**config.mk**
```make
export PLATFORM = sky130hd
export DESIGN_NAME = kpw_tile_ctrl
export DESIGN_NICKNAME = d
export VERILOG_FILES = /design/src/rtl/irb_pkg.sv /design/src/rtl/kpw_skid_buf.sv /design/src/rtl/kpw_tile_ctrl.sv
export SDC_FILE = /design/constraint.sdc
export NUM_CORES = 1
export LEC_CHECK = 0
export ABC_AREA = 0
export ABC_CLOCK_PERIOD_IN_PS = 3100
export BUFFER_PORTS_ARGS = -buffer_cell sky130_fd_sc_hd__buf_2
export CORE_MARGIN = 2
export CORE_UTILIZATION = 35
export CTS_CLUSTER_SIZE = 24
export DETAILED_ROUTE_END_ITERATION = 8
export PLACE_DENSITY = 0.64
export SYNTH_ARGS = -nofsm -noshare
export SYNTH_HDL_FRONTEND = slang
export SYNTH_SLANG_ARGS = --single-unit
```
**constraint.sdc**
```tcl
create_clock -name clk -period 3.1 [get_ports clk]
set_input_delay 0.62 -clock clk [delete_from_list [all_inputs] [get_ports clk]]
set_output_delay 0.62 -clock clk [all_outputs]
set_load 0.01 [all_outputs]
```
**src/rtl/irb_pkg.sv**
```systemverilog
// -----------------------------------------------------------------------------
// irb_pkg
// Shared sizing and types for the PW-kernel tile RAM sequencer.
//   KPW_N_ELEM : tile RAM depth in entries
//   WG_W, Npar : weight width and parallelism; an entry is WG_W + $clog2(Npar+1) bits
//   KPW_DW     : RAM entry / stream data width
//   KPW_AW     : RAM address / element-count width
//   kpw_state_t: kpw_tile_ctrl FSM states
// -----------------------------------------------------------------------------
package irb_pkg;

    localparam int KPW_N_ELEM = 16;
    localparam int WG_W       = 8;
    localparam int Npar       = 4;
    localparam int KPW_DW     = WG_W + $clog2(Npar + 1);
    localparam int KPW_AW     = $clog2(KPW_N_ELEM + 1);

    typedef enum logic [1:0] {
        IDLE  = 2'd0,
        LOAD  = 2'd1,
        READY = 2'd2,
        READ  = 2'd3
    } kpw_state_t;

endpackage

```
**src/rtl/kpw_skid_buf.sv**
```systemverilog
// -----------------------------------------------------------------------------
// kpw_skid_buf
// Two-entry valid/ready FIFO that absorbs RAM read data while the consumer
// stalls. Flush is synchronous and empties the buffer.
//   clk        in   clock
//   flush      in   synchronous flush (empties buffer)
//   in_valid   in   push strobe (caller guarantees room)
//   in_data    in   DW-bit push data
//   out_valid  out  buffer non-empty
//   out_ready  in   consumer accepts head entry
//   out_data   out  head entry
//   count      out  current occupancy (0..2)
// -----------------------------------------------------------------------------
module kpw_skid_buf #(
    parameter int DW = 8
) (
    input  logic          clk,
    input  logic          flush,
    input  logic          in_valid,
    input  logic [DW-1:0] in_data,
    output logic          out_valid,
    input  logic          out_ready,
    output logic [DW-1:0] out_data,
    output logic [1:0]    count
);

    logic [DW-1:0] mem [0:1];
    logic          wptr;
    logic          rptr;
    logic          push;
    logic          pop;

    assign out_valid = (count != 2'd0);
    assign out_data  = mem[rptr];
    assign push      = in_valid && (count != 2'd2);
    assign pop       = out_valid && out_ready;

    always_ff @(posedge clk) begin
        if (flush) begin
            count <= 2'd0;
            wptr  <= 1'b0;
            rptr  <= 1'b0;
        end else begin
            if (push) wptr <= ~wptr;
            if (pop)  rptr <= ~rptr;
            count <= count + {1'b0, push} - {1'b0, pop};
        end
    end

    // Storage carries no reset; occupancy alone defines what is valid.
    always_ff @(posedge clk) begin
        if (push) mem[wptr] <= in_data;
    end

endmodule

```
**src/rtl/kpw_tile_ctrl.sv**
```systemverilog
// -----------------------------------------------------------------------------
// kpw_tile_ctrl
// Loads a PW kernel tile from the weight stream into RAM_KPW, then replays it
// cfg_n_pass times to the PW datapath as a valid/ready stream.
// Optional feature macro: KPW_PERF_CNT_EN adds stall_cnt[31:0].
//   clk, reset       clock, synchronous active-high reset
//   cfg_n_elem       tile entries, sampled on accepted start_load
//   cfg_n_pass       replay count, sampled on accepted start_rd
//   start_load       pulse: begin tile load
//   start_rd         pulse: begin replay
//   ld_valid/ld_data/ld_ready   load stream
//   ram_addr/ram_data/ram_write RAM port (sole owner)
//   ram_res          RAM read data, 1-cycle latency
//   rd_valid/rd_data/rd_last/rd_ready replay stream
//   tile_ready       tile complete and replayable
//   busy             in LOAD or READ
//   done             1-cycle pulse after final entry of final pass accepted
//   stall_cnt        (KPW_PERF_CNT_EN) READ cycles with rd_valid & !rd_ready
// -----------------------------------------------------------------------------
module kpw_tile_ctrl
    import irb_pkg::*;
(
    input  logic              clk,
    input  logic              reset,
    input  logic [KPW_AW-1:0] cfg_n_elem,
    input  logic [7:0]        cfg_n_pass,
    input  logic              start_load,
    input  logic              start_rd,
    input  logic              ld_valid,
    input  logic [KPW_DW-1:0] ld_data,
    output logic              ld_ready,
    output logic [KPW_AW-1:0] ram_addr,
    output logic [KPW_DW-1:0] ram_data,
    output logic              ram_write,
    input  logic [KPW_DW-1:0] ram_res,
    output logic              rd_valid,
    output logic [KPW_DW-1:0] rd_data,
    output logic              rd_last,
    input  logic              rd_ready,
    output logic              tile_ready,
`ifdef KPW_PERF_CNT_EN
    output logic [31:0]       stall_cnt,
`endif
    output logic              busy,
    output logic              done
);

    kpw_state_t        state;
    logic [KPW_AW-1:0] wr_cnt;
    logic [KPW_AW-1:0] rd_cnt;
    logic [KPW_AW-1:0] n_elem;
    logic [7:0]        pass_cnt;
    logic [7:0]        n_pass;

    // Read issued last cycle plus its pass-position tags.
    logic              inflight;
    logic              inflight_last;
    logic              inflight_final;

    logic              skid_valid;
    logic [KPW_DW+1:0] skid_data;
    logic [1:0]        skid_cnt;
    logic              skid_final;

    logic              load_ok;
    logic              rd_accept;
    logic              wr_fire;
    logic              pop;
    logic              room;
    logic              issue;
    logic              issue_last;
    logic              issue_final;
    logic [7:0]        eff_pass;
    logic [7:0]        eff_npass;

    assign load_ok   = start_load && (cfg_n_elem != '0) && (cfg_n_elem <= KPW_AW'(KPW_N_ELEM));
    assign rd_accept = (state == READY) && start_rd && (cfg_n_pass != 8'd0);
    assign wr_fire   = (state == LOAD) && ld_valid;
    assign pop       = skid_valid && rd_ready;

    // Room counts the read still in flight; an entry popped this cycle frees a slot.
    assign room      = ({1'b0, skid_cnt} + {2'b0, inflight}) < (3'd2 + {2'b0, pop});

    // The first address is issued in the accepting cycle so data appears two
    // cycles after start_rd; rd_cnt is always 0 outside READ.
    assign eff_pass    = (state == READ) ? pass_cnt : 8'd0;
    assign eff_npass   = (state == READ) ? n_pass : cfg_n_pass;
    assign issue       = rd_accept || ((state == READ) && (pass_cnt != n_pass) && room);
    assign issue_last  = (rd_cnt == n_elem - KPW_AW'(1));
    assign issue_final = issue_last && (eff_pass == eff_npass - 8'd1);

    assign ld_ready   = (state == LOAD);
    assign ram_write  = wr_fire;
    assign ram_addr   = (state == LOAD) ? wr_cnt : rd_cnt;
    assign ram_data   = (state == LOAD) ? ld_data : '0;
    assign busy       = (state == LOAD) || (state == READ);

    assign rd_valid   = skid_valid;
    assign rd_data    = skid_valid ? skid_data[KPW_DW-1:0] : '0;
    assign rd_last    = skid_valid && skid_data[KPW_DW];
    assign skid_final = skid_data[KPW_DW+1];

    always_ff @(posedge clk) begin
        if (reset) begin
            state          <= IDLE;
            wr_cnt         <= '0;
            rd_cnt         <= '0;
            n_elem         <= '0;
            pass_cnt       <= '0;
            n_pass         <= '0;
            inflight       <= 1'b0;
            inflight_last  <= 1'b0;
            inflight_final <= 1'b0;
            tile_ready     <= 1'b0;
            done           <= 1'b0;
        end else begin
            inflight       <= issue;
            inflight_last  <= issue_last;
            inflight_final <= issue_final;
            done           <= pop && skid_final;

            case (state)
                IDLE: begin
                    if (load_ok) begin
                        state      <= LOAD;
                        n_elem     <= cfg_n_elem;
                        wr_cnt     <= '0;
                        tile_ready <= 1'b0;
                    end
                end
                LOAD: begin
                    if (wr_fire) begin
                        wr_cnt <= wr_cnt + KPW_AW'(1);
                        if (wr_cnt == n_elem - KPW_AW'(1)) begin
                            state      <= READY;
                            tile_ready <= 1'b1;
                        end
                    end
                end
                READY: begin
                    // Any start_rd pulse masks a simultaneous start_load.
                    if (rd_accept) begin
                        state  <= READ;
                        n_pass <= cfg_n_pass;
                    end else if (load_ok && !start_rd) begin
                        state      <= LOAD;
                        n_elem     <= cfg_n_elem;
                        wr_cnt     <= '0;
                        tile_ready <= 1'b0;
                    end
                end
                READ: begin
                    if (pop && skid_final) state <= READY;
                end
                default: state <= IDLE;
            endcase

            if (issue) begin
                if (issue_last) begin
                    rd_cnt   <= '0;
                    pass_cnt <= eff_pass + 8'd1;
                end else begin
                    rd_cnt   <= rd_cnt + KPW_AW'(1);
                    pass_cnt <= eff_pass;
                end
            end
        end
    end

    kpw_skid_buf #(
        .DW (KPW_DW + 2)
    ) u_skid (
        .clk       (clk),
        .flush     (reset),
        .in_valid  (inflight),
        .in_data   ({inflight_final, inflight_last, ram_res}),
        .out_valid (skid_valid),
        .out_ready (rd_ready),
        .out_data  (skid_data),
        .count     (skid_cnt)
    );

`ifdef KPW_PERF_CNT_EN
    always_ff @(posedge clk) begin
        if (reset || rd_accept) begin
            stall_cnt <= '0;
        end else if ((state == READ) && skid_valid && !rd_ready && (stall_cnt != '1)) begin
            stall_cnt <= stall_cnt + 32'd1;
        end
    end
`endif

endmodule

```
==> summary.txt, run 1 <==
GRT
  • Initial antenna violation count: 0
  • Met2 usage in global routing: 26.4%
  • Pin count of the biggest net entering global routing: 35
  • Total Routing Usage GR: 16.2%
  • First-pass GRT wire length: 14.8 mm
  • GRT overflow: 0
  • Gr busiest metal: met2
  • Vias in the first global route: 3009
  • M3 GR Usage: 2.60%
  • Global routing usage on met1: 21.7%

Worst setup path
  • Arrival @ worst endpoint: 3030 ps
  • Worst setup EP type: flop
  • CP top delay family: simple AND/OR/NAND/NOR gates
  • RR Endpoint: pass_cnt[4]
  • Critical path class: flop to flop
  • Slowest stage delay, CP: 620 ps
  • Req. time, crit path: 3380 ps
  • Worst R2R Path Depth: 7
  • Crit Reg-Reg Startpoint: n_elem[0]
  • Worst Path Max Fanout: 15
  • Worst-path cell chain: inv_1 -> ha_1 -> nor3b_1 -> xor3_1 -> or3_1 -> or4_1 -> a21oi_1
  • Slowest cell on crit path: or3_1
  • R2R setup slack: 350 ps
  • CP Launch Type: flop
  • WP buf/inv: 1

Clock network
  • CTS tree: yes
  • CTS Buffer Depth: 2
  • Cts hold-fix bufs: 0
  • Clock Tree Root: clkbuf_8
  • TritonCTS Sinks: 69
  • Clk_lat worst skew: 350 ps
  • Reg clk slew, reported paths: 80 ps
  • # resized after CTS: 0
  • H-tree levels: 3
  • Setup bufs post-CTS: 0
  • CTS Buf Count: 9

STA
  • Setup violators final: 0
  • Fin. Hold Viols: 0
  • Max-slew headroom: 44.8%
  • Achievable clock frequency: 364 MHz
  • Slew at the pin closest to its max-slew limit: 825 ps
  • Setup TNS: 0 ps
  • Final WS setup: 352 ps
  • Final cycle utilization of the critical path: 88.7%
  • Final min period: 2750 ps
  • Pins Over Slew Limit: 0
  • RSZ-0062 raised after global routing: false
  • Clock skew: 10.7 ps

Power
  • Seq pwr share: 46.1%
  • Combinational power share: 14.8%
  • PwrDens: 479 nW/µm²
  • Power share of the clock group: 39.1%
  • Switch share: 27.2%
  • Pleak: 0.00184 µW
  • Internal: 1570 µW
  • Switching power: 587 µW
  • Worst VDD drop: 269 µV

Placed design
  • HPWL after DPL: 6.51 mm
  • Port Buffers: 74
  • DP Area: 4270 µm²
  • Placed insts: 587
  • Placement-stage worst setup slack: 373 ps
  • RePlAce Congestion: 0.876

Synthesis
  • Sequential element share of the synthesized area: 43.9%
  • Yosys top cell area share: 23.0%
  • Ys flop type: dfxtp_1
  • Post-Syn Area: 3740 µm²
  • Synth Area per Inst: 9.64 µm²
  • Yosys reg bits: 69
  • Number of synthesized flops with an enable pin: 26
  • Asr flop ratio synth: 0%
  • Ys Warns: 0
  • Netlist cell types: 54
  • Dominant cells by area after synthesis: dfxtp_1 23%, edfxtp_1 21%, mux2i_1 7.0%, xor2_1 4.2%, nor2_1 3.6%
  • Mapped Nets: 438
  • Mapped Cells: 388
  • Post-synth top area cell: dfxtp_1

Detailed routing
  • Post-route ant nets: 0
  • Routed Wire Length: 9.03 mm
  • Residual DRC: 0
  • 1st-pass router iterations: 4
  • Routed vias: 3137
  • Vias per cell: 5.20
  • Initial DRC Count: 220
  • WL/cell: 15.0 µm

Layout
  • Fin nets: 512
  • Area of the multi-input gates: 1960 µm²
  • Layout Cells excl Fill: 603
  • FF/Latch Area: 1640 µm²
  • Design area: 4500 µm²
  • Highest-count cells in the layout ignoring fill and taps: 74 x buf_2, 43 x dfxtp_1, 36 x nor2_1
  • ANT cells: 0
  • Area Growth Syn to Fin: 20.2%
  • Most common cell after layout, fill and taps aside: buf_2
  • Share of post-route cells with drive strength above 1: 24.0%
  • Fillers: 1005

Floorplanning
  • Total core area: 10400 µm²
  • Initial Util: 36.1%
  • # IOs: 75
  • Rows: 37
  • Chip height: 107 µm
  • Die width: 107 µm
  • Full die area: 11500 µm²

Hold path
  • HP Class: flop to flop
  • Hold path depth: 0
  • Hold Path Sink: u_skid.mem[1][12]
  • Hold Crit Start: inflight_final

Run
  • Max-cap violation count: 0

Status
  • Status: completed
==> final cells by class <==
class | instances | share of cell area [%]
multi-input combinational | 283 | 43.5
clock inverter | 7 | 2.28
timing repair buffer | 84 | 9.91
inverter | 15 | 1.25
sequential | 69 | 36.5
clock buffer | 9 | 2.75
tap | 136 | 3.78
==> per-layer routing <==
metal  share of wire [%]  routed length [µm]
met1                  47                4210
met2                  46                4180
met3                 5.9                 533
met4                 1.1                 101
met5                   0                   0
==> Yosys cell counts, types with 2 or more instances <==
| library cell | instances |
|---|---|
| mux2_2 | 7 |
| buf_2 | 5 |
| xnor2_1 | 11 |
| or3_1 | 4 |
| buf_1 | 2 |
| nand4_1 | 7 |
| nor3_1 | 6 |
| nor4_1 | 8 |
| nand3b_1 | 2 |
| mux2i_1 | 26 |
| o41ai_1 | 2 |
| and3_1 | 3 |
| a22oi_1 | 2 |
| a211oi_1 | 4 |
| and4_1 | 2 |
| nand2_1 | 30 |
| ha_1 | 9 |
| o31ai_1 | 4 |
| edfxtp_1 | 26 |
| a2111oi_0 | 2 |
| or4_1 | 3 |
| o2111ai_1 | 2 |
| inv_1 | 14 |
| clkbuf_1 | 13 |
| o311ai_0 | 3 |
| and2_1 | 18 |
| a21oi_1 | 24 |
| a31o_2 | 3 |
| nand3_1 | 11 |
| o21ai_0 | 9 |
| dfxtp_1 | 43 |
| nor2b_1 | 4 |
| nor2_1 | 36 |
| xor2_1 | 18 |
| a2111o_1 | 2 |
| a31oi_1 | 4 |
| o221ai_1 | 2 |
==> power by group through the flow <==
stage	Sequential, µW	Combinational [µW]	Clock, µW
2_1_floorplan	991	221	0
3_3_place_gp	1010	312	0
3_5_place_dp	1010	318	0
4_1_cts	993	322	863
5_1_grt	996	356	900
6_report	992	318	843
==> cell families (layout without fill, tap and decap cells) <==
logic type / count (synthesis) / in the layout / share of synthesized area [%]
buf+inv: 36 / 115 / 3.81
xor+xnor: 31 / 31 / 8.03
compound gates: 72 / 72 / 13.6
simple gates: 138 / 138 / 18.6
flops: 69 / 69 / 43.9
fa+ha+maj: 9 / 9 / 3.01
mux: 33 / 33 / 9.06
==> sequential cells by signal (all words and copies together), names as in the netlist, 2 cells and up, named ones only <==
name          count
pass_cnt          8
u_skid.count      2
n_pass            8
n_elem            5
rd_cnt            5
state             2
wr_cnt            5
u_skid.mem       26
==> worst max-delay path by stage <==
stage                     depth (start not counted)  startpoint     endpoint  slack (ps)
final                                             7   n_elem[0]  pass_cnt[4]         350
after detailed placement                          7   n_elem[0]  pass_cnt[4]         370
after floorplan                                   9   n_elem[0]  pass_cnt[5]         720
after global routing                              7   n_elem[0]  pass_cnt[4]         120
after global placement                            7   n_elem[0]  pass_cnt[4]         510
after CTS                                         7   n_elem[0]  pass_cnt[4]         360
==> per-stage QoR <==
stage          hold WS [ps]  total power [µW]  util, %
2_1_floorplan           404              1210        -
3_3_place_gp            421              1330     41.2
3_5_place_dp            422              1330     41.2
4_1_cts                 440              2180     43.4
5_1_grt                 438              2250     43.4
6_report                442              2150     43.4
(Power assumes the default switching activity.)
==> inputs of run 2 (changes only) <==
PLACE_DENSITY = unset   (was 0.64)
==> summary.txt, run 2 (synthesized netlist as in run 1, its figures left out) <==
Status
  • Status: completed

GRT
  • Pin count of the biggest net entering global routing: 28
  • Vias in the first global route: 2890
  • GRT overflow: 0
  • First-pass GRT wire length: 14.3 mm
  • Total Routing Usage GR: 15.7%
  • Initial antenna violation count: 0

Worst setup path
  • Worst Path Max Fanout: 15
  • Worst-path cell chain: inv_1 -> ha_1 -> nor3b_1 -> xor3_1 -> or3_1 -> or4_1 -> a21oi_1
  • Arrival @ worst endpoint: 2990 ps
  • Req. time, crit path: 3380 ps
  • Worst setup EP type: flop
  • Critical path class: flop to flop
  • CP Launch Type: flop
  • Slowest cell on crit path: or3_1
  • Slowest stage delay, CP: 610 ps

Power
  • Switching power: 584 µW
  • PwrDens: 478 nW/µm²
  • Internal: 1570 µW
  • Pleak: 0.00184 µW
  • Switch share: 27.2%
  • Seq pwr share: 46.1%
  • Worst VDD drop: 201 µV
  • Tot Pwr: 2150 µW
  • Power share of the clock group: 39.2%
  • Combinational power share: 14.7%

STA
  • Max-slew headroom: 29.6%
  • Fin. Hold Viols: 0
  • Clock skew: 12.1 ps
  • Setup violators final: 0
  • Achievable clock frequency: 369 MHz
  • Slew at the pin closest to its max-slew limit: 1050 ps
  • Setup TNS: 0 ps
  • Final min period: 2710 ps
  • RSZ-0062 raised after global routing: false
  • Final cycle utilization of the critical path: 87.5%
  • Pins Over Slew Limit: 0

Floorplanning
  • Full die area: 11500 µm²
  • Die width: 107 µm
  • Total core area: 10400 µm²
  • Chip height: 107 µm
  • Initial Util: 36.1%
  • Rows: 37
  • # IOs: 75

Placed design
  • HPWL after DPL: 6.55 mm
  • DP Area: 4270 µm²
  • RePlAce Congestion: 0.836
  • Port Buffers: 74

Layout
  • Share of post-route cells with drive strength above 1: 24.0%
  • Area Growth Syn to Fin: 20.2%
  • Design area: 4500 µm²
  • Highest-count cells in the layout ignoring fill and taps: 74 x buf_2, 43 x dfxtp_1, 36 x nor2_1
  • Most common cell after layout, fill and taps aside: buf_2
  • ANT cells: 0
  • Fin nets: 512
  • Top reg by flops: u_skid.mem
  • Largest registers: u_skid.mem: 26 flops, n_pass: 8 flops, pass_cnt: 8 flops
  • Max reg flops: 26
  • Fillers: 1036

Clock network
  • # resized after CTS: 0
  • CTS tree: yes
  • Clock Tree Root: clkbuf_8
  • TritonCTS Sinks: 69
  • CTS Buffer Depth: 2
  • H-tree levels: 3
  • CTS Buf Count: 9
  • Setup bufs post-CTS: 0
  • Reg clk slew, reported paths: 90 ps
  • Cts hold-fix bufs: 0
  • Clk_lat worst skew: 350 ps

Detailed routing
  • Vias per cell: 5.14
  • 1st-pass router iterations: 4
  • Routed vias: 3097
  • Initial DRC Count: 222
  • Routed Wire Length: 8.93 mm
  • WL/cell: 14.8 µm
  • Post-route ant nets: 0
  • Residual DRC: 0

Hold path
  • HP Class: flop to flop

Run
  • Max-cap violation count: 0
[run 2: worst paths after layout]
check                               startpoint                 to  slack, ps  cells after the start
worst max-delay path                 n_elem[0]        pass_cnt[4]        390                      7
worst min-delay path            inflight_final  u_skid.mem[1][12]        430                      0
worst max register to register       n_elem[0]        pass_cnt[4]        390                      7
worst min register to register  inflight_final  u_skid.mem[1][12]        430                      0
[run 2: stage by stage]
stage / hold WS (ps) / util, % / worst slack (ps) / std cells
after floorplan: 404 / - / 723 / 388
after global placement: 408 / 41.2 / 485 / 587
after detailed placement: 418 / 41.2 / 428 / 587
after CTS: 428 / 43.4 / 402 / 603
after global routing: 431 / 43.4 / 254 / 603
final: 426 / 43.4 / 389 / 603
[run 2: power groups by stage]
stage	clock, µW	combinational, µW	sequential, µW
4_1_cts	868	318	993
2_1_floorplan	0	221	991
5_1_grt	905	354	995
3_3_place_gp	0	314	1010
6_report	844	315	991
3_5_place_dp	0	317	1010
[run 2: worst max-delay path: cells and delay by family (launching register included)]
family | cells | cell delay, ps
adder cells (fa/ha/maj) | 1 | 200
AO/OA/AOI/OAI | 1 | 150
AND/OR/NAND/NOR | 3 | 1530
flip-flops | 1 | 380
buffers and inverters | 1 | 80
XOR/XNOR | 1 | 310
[run 2: per-layer routing]
layer  vias to the layer above  routed length [µm]  GRT usage (%)  part of all wire (%)
li1                       1560                   -              -                     -
met1                      1424                4070           20.6                    46
met2                       100                4210           25.5                    47
met3                        13                 515           3.21                   5.8
met4                         0                 139           6.04                   1.6
met5                         -                   0              0                     0
[run 2: area by class of cell]
type                    count  area [µm²]  share of cell area, %
inverters                  15        56.3                   1.25
clock inverters             7         103                   2.28
clock buffers               9         124                   2.75
repair buffers             84         445                   9.91
multi-input cells         283        1960                   43.5
well taps                 136         170                   3.78
flip-flops and latches     69        1640                   36.5
==> inputs of run 3 (changes only) <==
ABC_CLOCK_PERIOD_IN_PS = 2200   (was 3100)
clock period = 2.2 ns   (was 3.1 ns; I/O delays follow)
==> summary.txt, run 3 (synthesized netlist as in run 1, its figures left out) <==
Status
  • Status: completed

Floorplanning
  • Die width: 107 µm
  • Initial Util: 36.1%
  • Total core area: 10400 µm²
  • Rows: 37
  • Chip height: 107 µm
  • Full die area: 11500 µm²
  • # IOs: 75

Hold path
  • Hold Path Sink: u_skid.mem[1][7]
  • HP Class: input port to flop
  • Hold path depth: 1
  • Hold Crit Start: ram_res[7]

Clock network
  • CTS tree: yes
  • Cts hold-fix bufs: 0
  • Reg clk slew, reported paths: 90 ps
  • TritonCTS Sinks: 69
  • CTS Buffer Depth: 2
  • Clock Tree Root: clkbuf_8
  • CTS Buf Count: 9
  • H-tree levels: 3
  • Clk_lat worst skew: 350 ps

STA
  • Pins Over Slew Limit: 0
  • Final min period: 2140 ps
  • Final cycle utilization of the critical path: 97.3%
  • Setup violators final: 0
  • RSZ-0062 raised after global routing: true
  • Clock skew: 12.3 ps
  • Slew at the pin closest to its max-slew limit: 1160 ps
  • Fin. Hold Viols: 0
  • Achievable clock frequency: 467 MHz
  • Max-slew headroom: 22.7%
  • Final WS setup: 60.4 ps
  • Hold WS: 273 ps

Worst setup path
  • Worst setup EP type: flop
  • Worst Path Max Fanout: 3
  • R2R setup slack: 60 ps
  • Req. time, crit path: 2490 ps
  • Worst R2R Path Depth: 7
  • Worst-path cell chain: inv_2 -> ha_4 -> xor2_1 -> nand3_2 -> or3_4 -> or4_4 -> a21oi_2
  • Crit Reg-Reg Startpoint: n_elem[1]
  • Crit. Startpoint: n_elem[1]
  • CP Launch Type: flop
  • Slowest cell on crit path: or4_4
  • RR Endpoint: pass_cnt[4]
  • Slowest stage delay, CP: 520 ps
  • Arrival @ worst endpoint: 2430 ps
  • Critical path class: flop to flop

Detailed routing
  • Uppermost layer routed: met4
  • Routed Wire Length: 9.90 mm
  • 1st-pass router iterations: 5
  • Met2 routed WL: 4.74 mm
  • Post-route ant nets: 0
  • DR WL met3: 584 µm
  • Routed vias: 3336
  • Post-Route M1 WL: 4.33 mm
  • WL/cell: 15.5 µm
  • Residual DRC: 0
  • Vias per cell: 5.22
  • Initial DRC Count: 215

Layout
  • Largest registers: u_skid.mem: 26 flops, n_pass: 8 flops, pass_cnt: 8 flops
  • Highest-count cells in the layout ignoring fill and taps: 74 x buf_2, 44 x buf_4, 40 x dfxtp_1
  • Most common cell after layout, fill and taps aside: buf_2
  • Finished Core Util: 47.3%
  • Area Growth Syn to Fin: 31.1%
  • Share of post-route cells with drive strength above 1: 33.4%
  • ANT cells: 0
  • Layout Cells excl Fill: 639
  • Max reg flops: 26
  • Fin nets: 548
  • Top reg by flops: u_skid.mem

Power
  • Combinational power share: 17.1%
  • Switching power: 865 µW
  • Pleak: 0.00206 µW
  • Tot Pwr: 3110 µW
  • Seq pwr share: 44.2%
  • PwrDens: 634 nW/µm²
  • Internal: 2250 µW
  • Switch share: 27.8%
  • Power share of the clock group: 38.7%
  • Worst VDD drop: 457 µV

Placed design
  • Placed insts: 617
  • RePlAce Congestion: 0.934
  • Placement-stage worst setup slack: -60.6 ps
  • HPWL after DPL: 7.21 mm
  • Port Buffers: 74

GRT
  • Pin count of the biggest net entering global routing: 27
  • Initial antenna violation count: 0
  • Vias in the first global route: 3261
  • Total Routing Usage GR: 17.8%
  • First-pass GRT wire length: 16.0 mm
  • GRT overflow: 0

Run
  • Max-cap violation count: 0
[run 3: cell types whose count changed in the layout (fill, tap and decap cells not counted), moves of 3 or more]
| cell | delta |
|---|---|
| o311ai_2 | +3 |
| nor4_2 | +3 |
| buf_4 | +34 |
| nor4_1 | -4 |
| o311ai_0 | -3 |
| dfxtp_1 | -3 |
[run 3: worst max-delay path by stage]
stage                             end  slack (ps)  depth (start not counted)
final                     pass_cnt[4]          60                          7
after global placement    pass_cnt[3]         -30                          8
after CTS                 pass_cnt[4]         -50                          7
after global routing      pass_cnt[4]         -30                          7
after detailed placement  pass_cnt[3]         -60                          8
after floorplan           pass_cnt[2]          20                          7
[run 3: worst max-delay path, delay by kind of cell, from the launching register on]
| family | cells | cell delay [ps] |
|---|---|---|
| and+or+nand+nor | 3 | 1080 |
| DFF | 1 | 350 |
| adders and majority gates | 1 | 280 |
| xor gates and xnor gates | 1 | 200 |
| AOI/OAI and AO/OA | 1 | 120 |
| buffers and inverters | 1 | 50 |
[run 3: layout make-up]
class / count / area [µm²]
clock inverter: 7 / 103
multi-input combinational: 283 / 2070
sequential: 69 / 1650
tap: 136 / 170
clock buffer: 9 / 124
inverter: 15 / 56.3
fill: 975 / 5460
timing repair buffer: 120 / 732
[run 3: metal layers]
metal | track usage [%] | vias to the layer above
met3 | 3.27 | 23
met4 | 8.79 | 0
li1 | - | 1641
met5 | 0 | -
met2 | 29.2 | 112
met1 | 22.4 | 1560
[run 3: timing repair]
action | 4_1_cts | 5_1_grt
pin swaps | 5 | 4
resized for setup | 13 | 9
buffers inserted | 2 | 4
setup endpoints to repair | 5 | 15
[run 3: per-stage QoR]
| stage | TNS, ps | area, µm² |
|---|---|---|
| floorplan | 0 | 3770 |
| global placement | -40.6 | 4540 |
| detailed placement | -154 | 4540 |
| CTS | -172 | 4830 |
| global route | -91.2 | 4910 |
| finish | 0 | 4910 |
[run 3: power by group through the flow]
stage | logic (µW) | registers [µW] | clock network [µW]
finish | 532 | 1380 | 1200
global route | 591 | 1380 | 1290
CTS | 525 | 1370 | 1230
detailed placement | 504 | 1400 | 0
global placement | 498 | 1400 | 0
floorplan | 319 | 1400 | 0
